[config.mk]
export PLATFORM = sky130hd
export DESIGN_NAME = pb_press_decoder
export DESIGN_NICKNAME = d
export VERILOG_FILES = /design/src/rtl/pb_press_decoder.sv
export SDC_FILE = /design/constraint.sdc
export NUM_CORES = 1
export LEC_CHECK = 0
export CAP_MARGIN = 40
export CORE_UTILIZATION = 27
export CTS_CLUSTER_DIAMETER = 50
export DETAILED_ROUTE_END_ITERATION = 10
export GPL_TIMING_DRIVEN = 0
export PLACE_DENSITY_LB_ADDON = 0.25
export SKIP_CTS_REPAIR_TIMING = 1
export SYNTH_ARGS = -nofsm -noshare
export SYNTH_HDL_FRONTEND = slang
export SYNTH_SLANG_ARGS = --single-unit
[constraint.sdc]
create_clock -name clk -period 3.5 [get_ports clk]
set_input_delay 0.35 -clock clk [delete_from_list [all_inputs] [get_ports clk]]
set_output_delay 0.35 -clock clk [all_outputs]
set_load 0.01 [all_outputs]
[src/rtl/pb_press_decoder.sv]
// pb_press_decoder
//   Classifies gestures on a debounced, active-low push-button level into
//   SHORT, LONG and DOUBLE presses (plus REPEAT while held when the
//   PB_AUTO_REPEAT_EN macro is defined). Each gesture yields one event code
//   through a single-entry valid/ready output register.
//
// Build option
//   PB_AUTO_REPEAT_EN : when defined, LONG_HELD emits REPEAT (2'b11) every
//                       REPEAT_CYCLES held cycles after the LONG event.
//
// Ports
//   clk          in   single clock
//   rst          in   synchronous, active-high reset
//   pb_in        in   debounced button level, 0 = pressed, synchronous to clk
//   evt_valid    out  event register holds an unconsumed event
//   evt_code     out  00 SHORT, 01 LONG, 10 DOUBLE, 11 REPEAT
//   evt_ready    in   consumer accepts; transfer on evt_valid & evt_ready
//   evt_dropped  out  one-cycle pulse: event generated while register full
//   pb_held      out  1 while in PRESSED, LONG_HELD or SECOND_PRESSED

module pb_press_decoder #(
    parameter int unsigned LONG_PRESS_CYCLES = 1000,
    parameter int unsigned DOUBLE_GAP_CYCLES = 250,
    parameter int unsigned REPEAT_CYCLES     = 200,
    parameter int unsigned CNT_W = $clog2(
        ((LONG_PRESS_CYCLES > DOUBLE_GAP_CYCLES) ? LONG_PRESS_CYCLES : DOUBLE_GAP_CYCLES)
            > REPEAT_CYCLES
        ? ((LONG_PRESS_CYCLES > DOUBLE_GAP_CYCLES) ? LONG_PRESS_CYCLES : DOUBLE_GAP_CYCLES)
        : REPEAT_CYCLES) + 1
) (
    input  logic       clk,
    input  logic       rst,
    input  logic       pb_in,
    output logic       evt_valid,
    output logic [1:0] evt_code,
    input  logic       evt_ready,
    output logic       evt_dropped,
    output logic       pb_held
);

    typedef enum logic [2:0] {
        IDLE,
        PRESSED,
        LONG_HELD,
        WAIT_GAP,
        SECOND_PRESSED
    } state_t;

    localparam logic [1:0] CODE_SHORT  = 2'b00;
    localparam logic [1:0] CODE_LONG   = 2'b01;
    localparam logic [1:0] CODE_DOUBLE = 2'b10;
`ifdef PB_AUTO_REPEAT_EN
    localparam logic [1:0] CODE_REPEAT = 2'b11;
    // LONG_HELD counts held cycles starting from 1 so the first REPEAT
    // lands exactly REPEAT_CYCLES cycles after LONG.
    localparam logic [CNT_W-1:0] LONG_HELD_START = CNT_W'(1);
`else
    localparam logic [CNT_W-1:0] LONG_HELD_START = '0;
`endif

    state_t             state, state_nxt;
    logic [CNT_W-1:0]   cnt, cnt_nxt, cnt_inc;
    logic               gen;
    logic [1:0]         gen_code;

    // Saturating increment: the counter never wraps.
    assign cnt_inc = (cnt == '1) ? cnt : cnt + CNT_W'(1);

    always_comb begin
        state_nxt = state;
        cnt_nxt   = cnt;
        gen       = 1'b0;
        gen_code  = CODE_SHORT;
        case (state)
            IDLE: begin
                if (!pb_in) begin
                    state_nxt = PRESSED;
                    cnt_nxt   = CNT_W'(1);
                end
            end
            PRESSED: begin
                if (pb_in) begin
                    state_nxt = WAIT_GAP;
                    cnt_nxt   = CNT_W'(1);
                end else if (cnt == CNT_W'(LONG_PRESS_CYCLES - 1)) begin
                    state_nxt = LONG_HELD;
                    cnt_nxt   = LONG_HELD_START;
                    gen       = 1'b1;
                    gen_code  = CODE_LONG;
                end else begin
                    cnt_nxt = cnt_inc;
                end
            end
            LONG_HELD: begin
                if (pb_in) begin
                    state_nxt = IDLE;
                    cnt_nxt   = '0;
                end
`ifdef PB_AUTO_REPEAT_EN
                else if (cnt == CNT_W'(REPEAT_CYCLES)) begin
                    cnt_nxt  = CNT_W'(1);
                    gen      = 1'b1;
                    gen_code = CODE_REPEAT;
                end else begin
                    cnt_nxt = cnt_inc;
                end
`endif
            end
            WAIT_GAP: begin
                if (!pb_in) begin
                    state_nxt = SECOND_PRESSED;
                    cnt_nxt   = '0;
                end else if (cnt == CNT_W'(DOUBLE_GAP_CYCLES - 1)) begin
                    state_nxt = IDLE;
                    cnt_nxt   = '0;
                    gen       = 1'b1;
                    gen_code  = CODE_SHORT;
                end else begin
                    cnt_nxt = cnt_inc;
                end
            end
            SECOND_PRESSED: begin
                // Length of the second press is irrelevant: release is DOUBLE.
                if (pb_in) begin
                    state_nxt = IDLE;
                    cnt_nxt   = '0;
                    gen       = 1'b1;
                    gen_code  = CODE_DOUBLE;
                end
            end
            default: begin
                state_nxt = IDLE;
                cnt_nxt   = '0;
            end
        endcase
    end

    always_ff @(posedge clk) begin
        if (rst) begin
            state <= IDLE;
            cnt   <= '0;
        end else begin
            state <= state_nxt;
            cnt   <= cnt_nxt;
        end
    end

    // pb_held is registered from the next state so it tracks the state
    // register without a cycle of lag.
    always_ff @(posedge clk) begin
        if (rst) begin
            pb_held <= 1'b0;
        end else begin
            pb_held <= (state_nxt == PRESSED) || (state_nxt == LONG_HELD) ||
                       (state_nxt == SECOND_PRESSED);
        end
    end

    // Single-entry output register. A drain and a new event on the same
    // edge reload without a bubble; a new event into a full, non-draining
    // register is discarded and flagged.
    always_ff @(posedge clk) begin
        if (rst) begin
            evt_valid   <= 1'b0;
            evt_code    <= 2'b00;
            evt_dropped <= 1'b0;
        end else begin
            evt_dropped <= 1'b0;
            if (gen) begin
                if (!evt_valid || evt_ready) begin
                    evt_valid <= 1'b1;
                    evt_code  <= gen_code;
                end else begin
                    evt_dropped <= 1'b1;
                end
            end else if (evt_valid && evt_ready) begin
                evt_valid <= 1'b0;
            end
        end
    end

endmodule

# == Yosys cells after proc, flatten, opt, wreduce, memory -nomap -nowiden ==
# Cells that the tools add are included.
# W data, S select, Z words.
# op_classes
addsub,1
n_eq_ne,13
n_mux,29
bitwise,1
n_reduce_logical,12
# ops
op,count
$mux W11,7
$pmux W11 S4,1
$mux W3,6
$pmux W3 S4,1
$add A11 B1 Y11 const B,1
$eq A11 B10 Y1 const B,1
$eq A11 B11 Y1 const B,1
$eq A11 B8 Y1 const B,1
$mux W1,11
$eq A3 B2 Y1 const B,3
$eq A3 B1 Y1 const B,2
$eq A3 B3 Y1 const B,2
$reduce_and A2 Y1,3
$ne A2 B1 Y1 const B,2
$pmux W2 S2,1
$reduce_or A2 Y1,2
$logic_not A3 Y1,1
$logic_or A1 B1 Y1,3
$pmux W1 S3,1
$mux W2,1
$ne A2 B2 Y1 const B,1
$reduce_bool A2 Y1,1
$logic_and A1 B1 Y1,1
$logic_not A1 Y1,1
$not A1 Y1,1
# totals
ff_bits,19
out_inout_bits,5
word_cells,62

# == Depth between registers and ports, before layout ==
# Gate-level depths: netlist (run 1).
# logic_depth
word_depth,7
depth_mapped,7
ltp_nobuf,7

# == Worst setup path before layout (run 1) ==
# OpenSTA, ideal clock, no wires.
# synth_timing
path_kind,flip-flop to flip-flop
from,register cnt[0]
to,register cnt[1]
setup_time_ps,148
arrival_time_ps,1654
path_slack_ps,1698
stages_incl_launch_ff,7
synth_period_minus_slack_ps,1802
path_cell_list,dfxtp_1 ha_1 or3b_2 nor3_1 o32a_1 a21o_4 a311oi_2
# synth_via
elab_chain_cells,5
elab_cells_between_ends,10
classes_between,add/sub (1); eq/ne (3); mux (6)
# synth_rtl
item,line_no,source
from (decl),62,"logic [CNT_W-1:0] cnt, cnt_nxt, cnt_inc;"
from (signal assigned),144,cnt <= cnt_nxt;
$add A11 B1 Y11 or $eq A11 B11 Y1 (tied branches),67,assign cnt_inc = (cnt == '1) ? cnt : cnt + CNT_W'(1);
$mux W11,67,
$mux W11 (on tied branches),"113, 85",
$mux W11 (on tied branches),"110, 82",
$pmux W11 S4 (*),74,case (state)
# Mark *: on every way between the ends. The rest lies on a longest branch, timed or not.
# A chain may end at the register's enable or synchronous reset.

# == Final worst setup path (run 1) ==
# Same ends and word-level chain as after synthesis.

==> results of run 1 <==
-- cells in the final DEF, fill, tap and decap left out, types with 2 or more instances in the layout --
master           synthesis  layout
a211oi_1                 3       3
a21oi_1                 10      10
a311oi_2                 2       2
clkbuf_1                 5       6
clkbuf_8                 0       3
clkdlybuf4s50_1          0       7
dfxtp_1                 19      19
ha_1                     2       2
inv_1                    2       2
mux2i_1                  3       3
nand2_1                 10      10
nand2b_1                 2       2
nand3_1                  5       5
nand4_1                  5       5
nor2_1                  14      14
nor2b_1                  2       2
nor3_1                   6       6
nor4_1                   2       2
o211ai_1                 2       2
o21ai_0                  7       7
o31ai_1                  2       2
or3b_2                   2       2
xor2_1                   5       5
-- logic make-up (layout without fill, tap and decap cells) --
| group | count (synthesis) | after routing | share of synthesized area |
|---|---|---|---|
| buf+inv | 9 | 20 | 0.04073 |
| simple gates | 58 | 58 | 0.2873 |
| mux | 3 | 3 | 0.02715 |
| compound gates | 37 | 37 | 0.2387 |
| flops | 19 | 19 | 0.3439 |
| xor+xnor | 5 | 5 | 0.03959 |
| fa+ha+maj | 2 | 2 | 0.02262 |
-- layout make-up --
cell class                 instances  area (um2)  area share
buffer                             7       37.54     0.02930
clock buffer                       4       45.04     0.03516
inverter                           2       7.507    0.005859
timing repair buffer               7       70.07     0.05469
tap                               48       60.06     0.04687
sequential                        19       380.4      0.2969
multi-input combinational        105       680.7      0.5312
-- state kept, by name (all words and copies together) (netlist names) --
signal       cells
evt_valid        1
state            3
evt_code         2
cnt             11
pb_held          1
evt_dropped      1
-- per-layer routing --
metal  routed length [um]  GRT usage  vias up
met5                    0          0        -
met4                   34    0.06649        0
met3                   66    0.02241        4
met2                 1191     0.2079       17
met1                 1274     0.1983      486
li1                     -          -      520
-- worst max path at each step --
stage                     cells after the start      to  slack (ps)    from
final                                         6  cnt[1]        1420  cnt[0]
after global routing                          6  cnt[1]        1280  cnt[0]
after CTS                                     6  cnt[1]        1420  cnt[0]
after detailed placement                      6  cnt[1]        1450  cnt[0]
after global placement                        6  cnt[1]        1440  cnt[0]
after floorplan                               6  cnt[1]        1700  cnt[0]
-- worst register-to-register path, delay by kind of cell (launching register included) --
kind            cells  cell delay (ps)
compound gates      3              560
fa+ha+maj           1              170
flops               1              420
simple gates        2              790
-- through the flow --
step	setup WS, ps	hold slack (ps)
finish	1418	498.4
CTS	1421	498.4
detailed placement	1448	485.6
floorplan	1698	476.4
global route	1281	551.2
global placement	1444	480.9
-- power by group through the flow --
stage	Sequential [mW]	Clock, mW	Combinational, mW
2_1_floorplan	0.231	0	0.0501
3_3_place_gp	0.231	0	0.0667
3_5_place_dp	0.232	0	0.0681
4_1_cts	0.227	0.160	0.0684
5_1_grt	0.227	0.173	0.0772
6_report	0.227	0.158	0.0684
==> impl_metrics.json, run 1 <==
{
  "timing.fmax_ghz": 0.4803,
  "crit_family": "simple AND/OR/NAND/NOR gates",
  "drt_iter0_markers": 20,
  "rows": 22,
  "yosysWarnings": 0,
  "h-tree-depth": 1,
  "critical_path.max_fanout": 8,
  "clock-sinks": 19,
  "grt_pass1_wl_mm": 4.712,
  "fin_cells": 192,
  "min_period_ps": 2082,
  "r2r_slack_ps": 1420,
  "synth_top_cell_by_area": "dfxtp_1",
  "clk_latency_ps": 260,
  "cap_violations": 0,
  "drc": 0,
  "synth.area.top_cells": "dfxtp_1, nor2_1, a21oi_1",
  "min_to": "evt_code[1]",
  "drive_gt1_frac": 0.07639,
  "fin_tns_setup_ps": 0,
  "seq_area_frac_synth": 0.3439,
  "min_from": "evt_code[1]",
  "syn_area_um2": 1106,
  "die_h_um": 66.01,
  "ir_drop_mv": 0.1038,
  "design_area_um2": 1281,
  "total_power_mw": 0.4533,
  "initial_utilization": 0.2912,
  "synthArstFlopShare": 0,
  "gp_congestion": 0.8013,
  "skew_ps": 1.766,
  "power.leakage_nw": 0.4032,
  "antenna_cells": 0,
  "ys_seq_elements": 19,
  "antenna_found_initial": 0,
  "switching_power_mw": 0.1213,
  "crit_chain": "ha_1, or3b_2, nor3_1, o32a_1, a21o_4, a311oi_2",
  "slew_headroom": 0.5624,
  "hold_path.class": "register to register",
  "worst_ep_required_time_ps": 3610,
  "cp.arrival_ps": 2190,
  "utilization": 0.3373,
  "synth.most_common_cell": "dfxtp_1",
  "p_clk_frac": 0.349,
  "yosys-top-cells-count": "dfxtp_1, nor2_1, a21oi_1, nand2_1, o21ai_0",
  "worstPathBufferInverterCount": 0,
  "slowest_stage": "or3b_2",
  "cts_buffer_depth": 2,
  "fillCellCount": 404,
  "vias": 1027,
  "grt_pass1_vias": 970,
  "synth_cell_types": 44,
  "reg2reg_to": "cnt[1]",
  "viasPerCell": 5.349,
  "finalNetCount": 151,
  "clockRootBuffer": "clkbuf_8",
  "cp-end-kind": "register",
  "dp_cells": 188,
  "coreArea_um2": 3799,
  "wl_per_cell_um": 13.36,
  "p_int_mw": 0.3321,
  "setup-violations-final": 0,
  "seq_power_share": 0.500,
  "numCtsBuffers": 3,
  "die_x_um": 66.01,
  "firstDrtPassIters": 4,
  "synth_top_cell_area_share": 0.3439,
  "synth_edf_count": 0,
  "reg2regPathDepth": 6,
  "placed_area_um2": 1236,
  "status": "finished, final reports clean",
  "cts_tree": "done",
  "period_share": 0.5949,
  "grt_setup_unrepaired": "no",
  "finalHoldViolations": 0,
  "port_buffers": 7,
  "pwr_density_cell_nw_per_um2": 353.8,
  "p_comb_frac": 0.151,
  "worstMarginPinSlew_ps": 652.4,
  "dpl.hpwl_mm": 1.891,
  "grt_use_total": 0.1413,
  "wl_mm": 2.566,
  "reg2reg_from": "cnt[0]",
  "synth_nets": 139,
  "drv_slew": 0,
  "max_stage_delay_ps": 450,
  "synth_top_flop_cell": "dfxtp_1",
  "antenna_left": 0,
  "worstSetupPathType": "register to register",
  "die_area_um2": 4357,
  "worst_setup_path_start_kind": "register",
  "overflow": 0,
  "syn2layout_area_growth_pct": 15.84,
  "syn_area_per_cell_um2": 8.316,
  "hold_depth": 2,
  "p_sw_frac": 0.2675,
  "clk_pin_slew_worst_paths_ps": 80,
  "io_pins": 9,
  "syn_inst": 133,
  "grt_max_degree": 11
}
(Power assumes the default switching activity.)
==> run 2, diff against run 1 <==
==> constraint.sdc (replaced) <==
create_clock -name clk -period 1.7 [get_ports clk]
set_input_delay 0.17 -clock clk [delete_from_list [all_inputs] [get_ports clk]]
set_output_delay 0.17 -clock clk [all_outputs]
set_load 0.01 [all_outputs]
==> impl_metrics.json, run 2 (synthesis gave the netlist of run 1 again) <==
{
  "grt_pass1_vias": 899,
  "port_buffers": 7,
  "die_area_um2": 4357,
  "p_sw_frac": 0.2667,
  "worstMarginPinSlew_ps": 440.7,
  "antenna_left": 0,
  "reg2reg_from": "cnt[3]",
  "ir_drop_mv": 0.4538,
  "setup-violations-final": 11,
  "min_period_ps": 1772,
  "hold_depth": 3,
  "power.leakage_nw": 0.5256,
  "largest_registers": "cnt x11, state x3, evt_code x2",
  "antenna_cells": 0,
  "max_stage_delay_ps": 590,
  "firstDrtPassIters": 4,
  "h-tree-depth": 1,
  "timing.hold.ws_ps": 393.7,
  "seq_power_share": 0.483,
  "wl_per_cell_um": 13.83,
  "io_pins": 9,
  "overflow": 0,
  "fin_cells": 201,
  "finalNetCount": 160,
  "die_h_um": 66.01,
  "reg2regPathDepth": 5,
  "clk_latency_ps": 250,
  "vias": 1063,
  "fin_tns_setup_ps": -564.3,
  "final_cell_mix": "dfxtp_1, nor2_1, a21oi_1",
  "regMostFlops": "cnt",
  "utilization": 0.3818,
  "slowest_stage": "or4b_4",
  "status": "finished, violations left",
  "r2r_slack_ps": -70,
  "worst_ep_required_time_ps": 1820,
  "initial_utilization": 0.2912,
  "worstSetupPathType": "register to register",
  "min_to": "state[1]",
  "skew_ps": 3.977,
  "grt_max_degree": 11,
  "drt_iter0_markers": 34,
  "dpl.hpwl_mm": 1.879,
  "dp_cells": 188,
  "cts_buffer_depth": 2,
  "critical_path.max_fanout": 8,
  "cap_violations": 0,
  "largest_reg_flops": 11,
  "syn2layout_area_growth_pct": 31.11,
  "clock-sinks": 19,
  "coreArea_um2": 3799,
  "cts_tree": "done",
  "grt_setup_unrepaired": "yes",
  "period_share": 1.042,
  "antenna_found_initial": 0,
  "p_int_mw": 0.7127,
  "violations": "setup timing",
  "grt_pass1_wl_mm": 4.236,
  "reg2reg_to": "cnt[9]",
  "clockRootBuffer": "clkbuf_8",
  "grt_use_total": 0.1265,
  "viasPerCell": 5.289,
  "clk_pin_slew_worst_paths_ps": 70,
  "die_x_um": 66.01,
  "crit_family": "simple AND/OR/NAND/NOR gates",
  "setup_slack_ps": -71.86,
  "pwr_density_cell_nw_per_um2": 670.2,
  "drv_slew": 0,
  "final_common_cell": "dfxtp_1",
  "finalHoldViolations": 0,
  "p_comb_frac": 0.189,
  "timing.fmax_ghz": 0.5644,
  "drc": 0,
  "slew_headroom": 0.7054,
  "wl_mm": 2.779,
  "switching_power_mw": 0.2592,
  "total_power_mw": 0.9718,
  "p_clk_frac": 0.328,
  "hold_path.class": "input port to register",
  "numCtsBuffers": 3,
  "min_from": "pb_in",
  "gp_congestion": 0.7912,
  "critPathLaunch": "cnt[3]",
  "worstPathBufferInverterCount": 0,
  "fillCellCount": 395,
  "cp-end-kind": "register",
  "drive_gt1_frac": 0.2549,
  "cp.arrival_ps": 1890,
  "rows": 22,
  "worst_setup_path_start_kind": "register",
  "worst-path-stages": 5,
  "crit_chain": "or4b_4, nor3_4, o32a_1, a21o_4, a311oi_2"
}
## run 2: worst reg2reg max path, delay by kind of cell, from the launching register on
kind            cells  cell delay [ps]
simple gates        2              810
compound gates      3              480
flops               1              350
## run 2: final cells by class
class / count / area (um2) / share of cell area
multi-input combinational: 105 / 767.0 / 0.5289
sequential: 19 / 389.1 / 0.2683
timing repair buffer: 16 / 137.6 / 0.09491
tap: 48 / 60.06 / 0.04142
clock buffer: 4 / 45.04 / 0.03106
buffer: 7 / 43.79 / 0.03020
inverter: 2 / 7.507 / 0.005177
## run 2: routing by layer
metal,track usage,wire [um],up-vias
met3,0.03103,123,5
li1,-,-,538
met4,0.02394,37,0
met2,0.2079,1362,29
met5,0,0,-
met1,0.1672,1256,491
## run 2: how the worst max path moves through the flow
stage	endpoint	slack [ps]
3_5_place_dp	evt_code[1]	-250
6_report	cnt[9]	-70
5_1_grt	cnt[0]	-140
3_3_place_gp	evt_code[1]	-240
2_1_floorplan	cnt[1]	70
4_1_cts	evt_code[1]	-270
## run 2: through the flow
step                area (um2)  worst slack [ps]
detailed placement        1251            -252.9
CTS                       1296            -268.9
global route              1450            -142.5
floorplan                 1121             65.11
finish                    1450            -71.86
global placement          1251            -237.8
## run 2: power groups by stage
stage	logic (mW)	clock network [mW]	registers (mW)
final	0.184	0.318	0.470
after global routing	0.199	0.349	0.472
after CTS	0.144	0.333	0.467
after detailed placement	0.143	0	0.478
after global placement	0.141	0	0.477
after floorplan	0.107	0	0.477
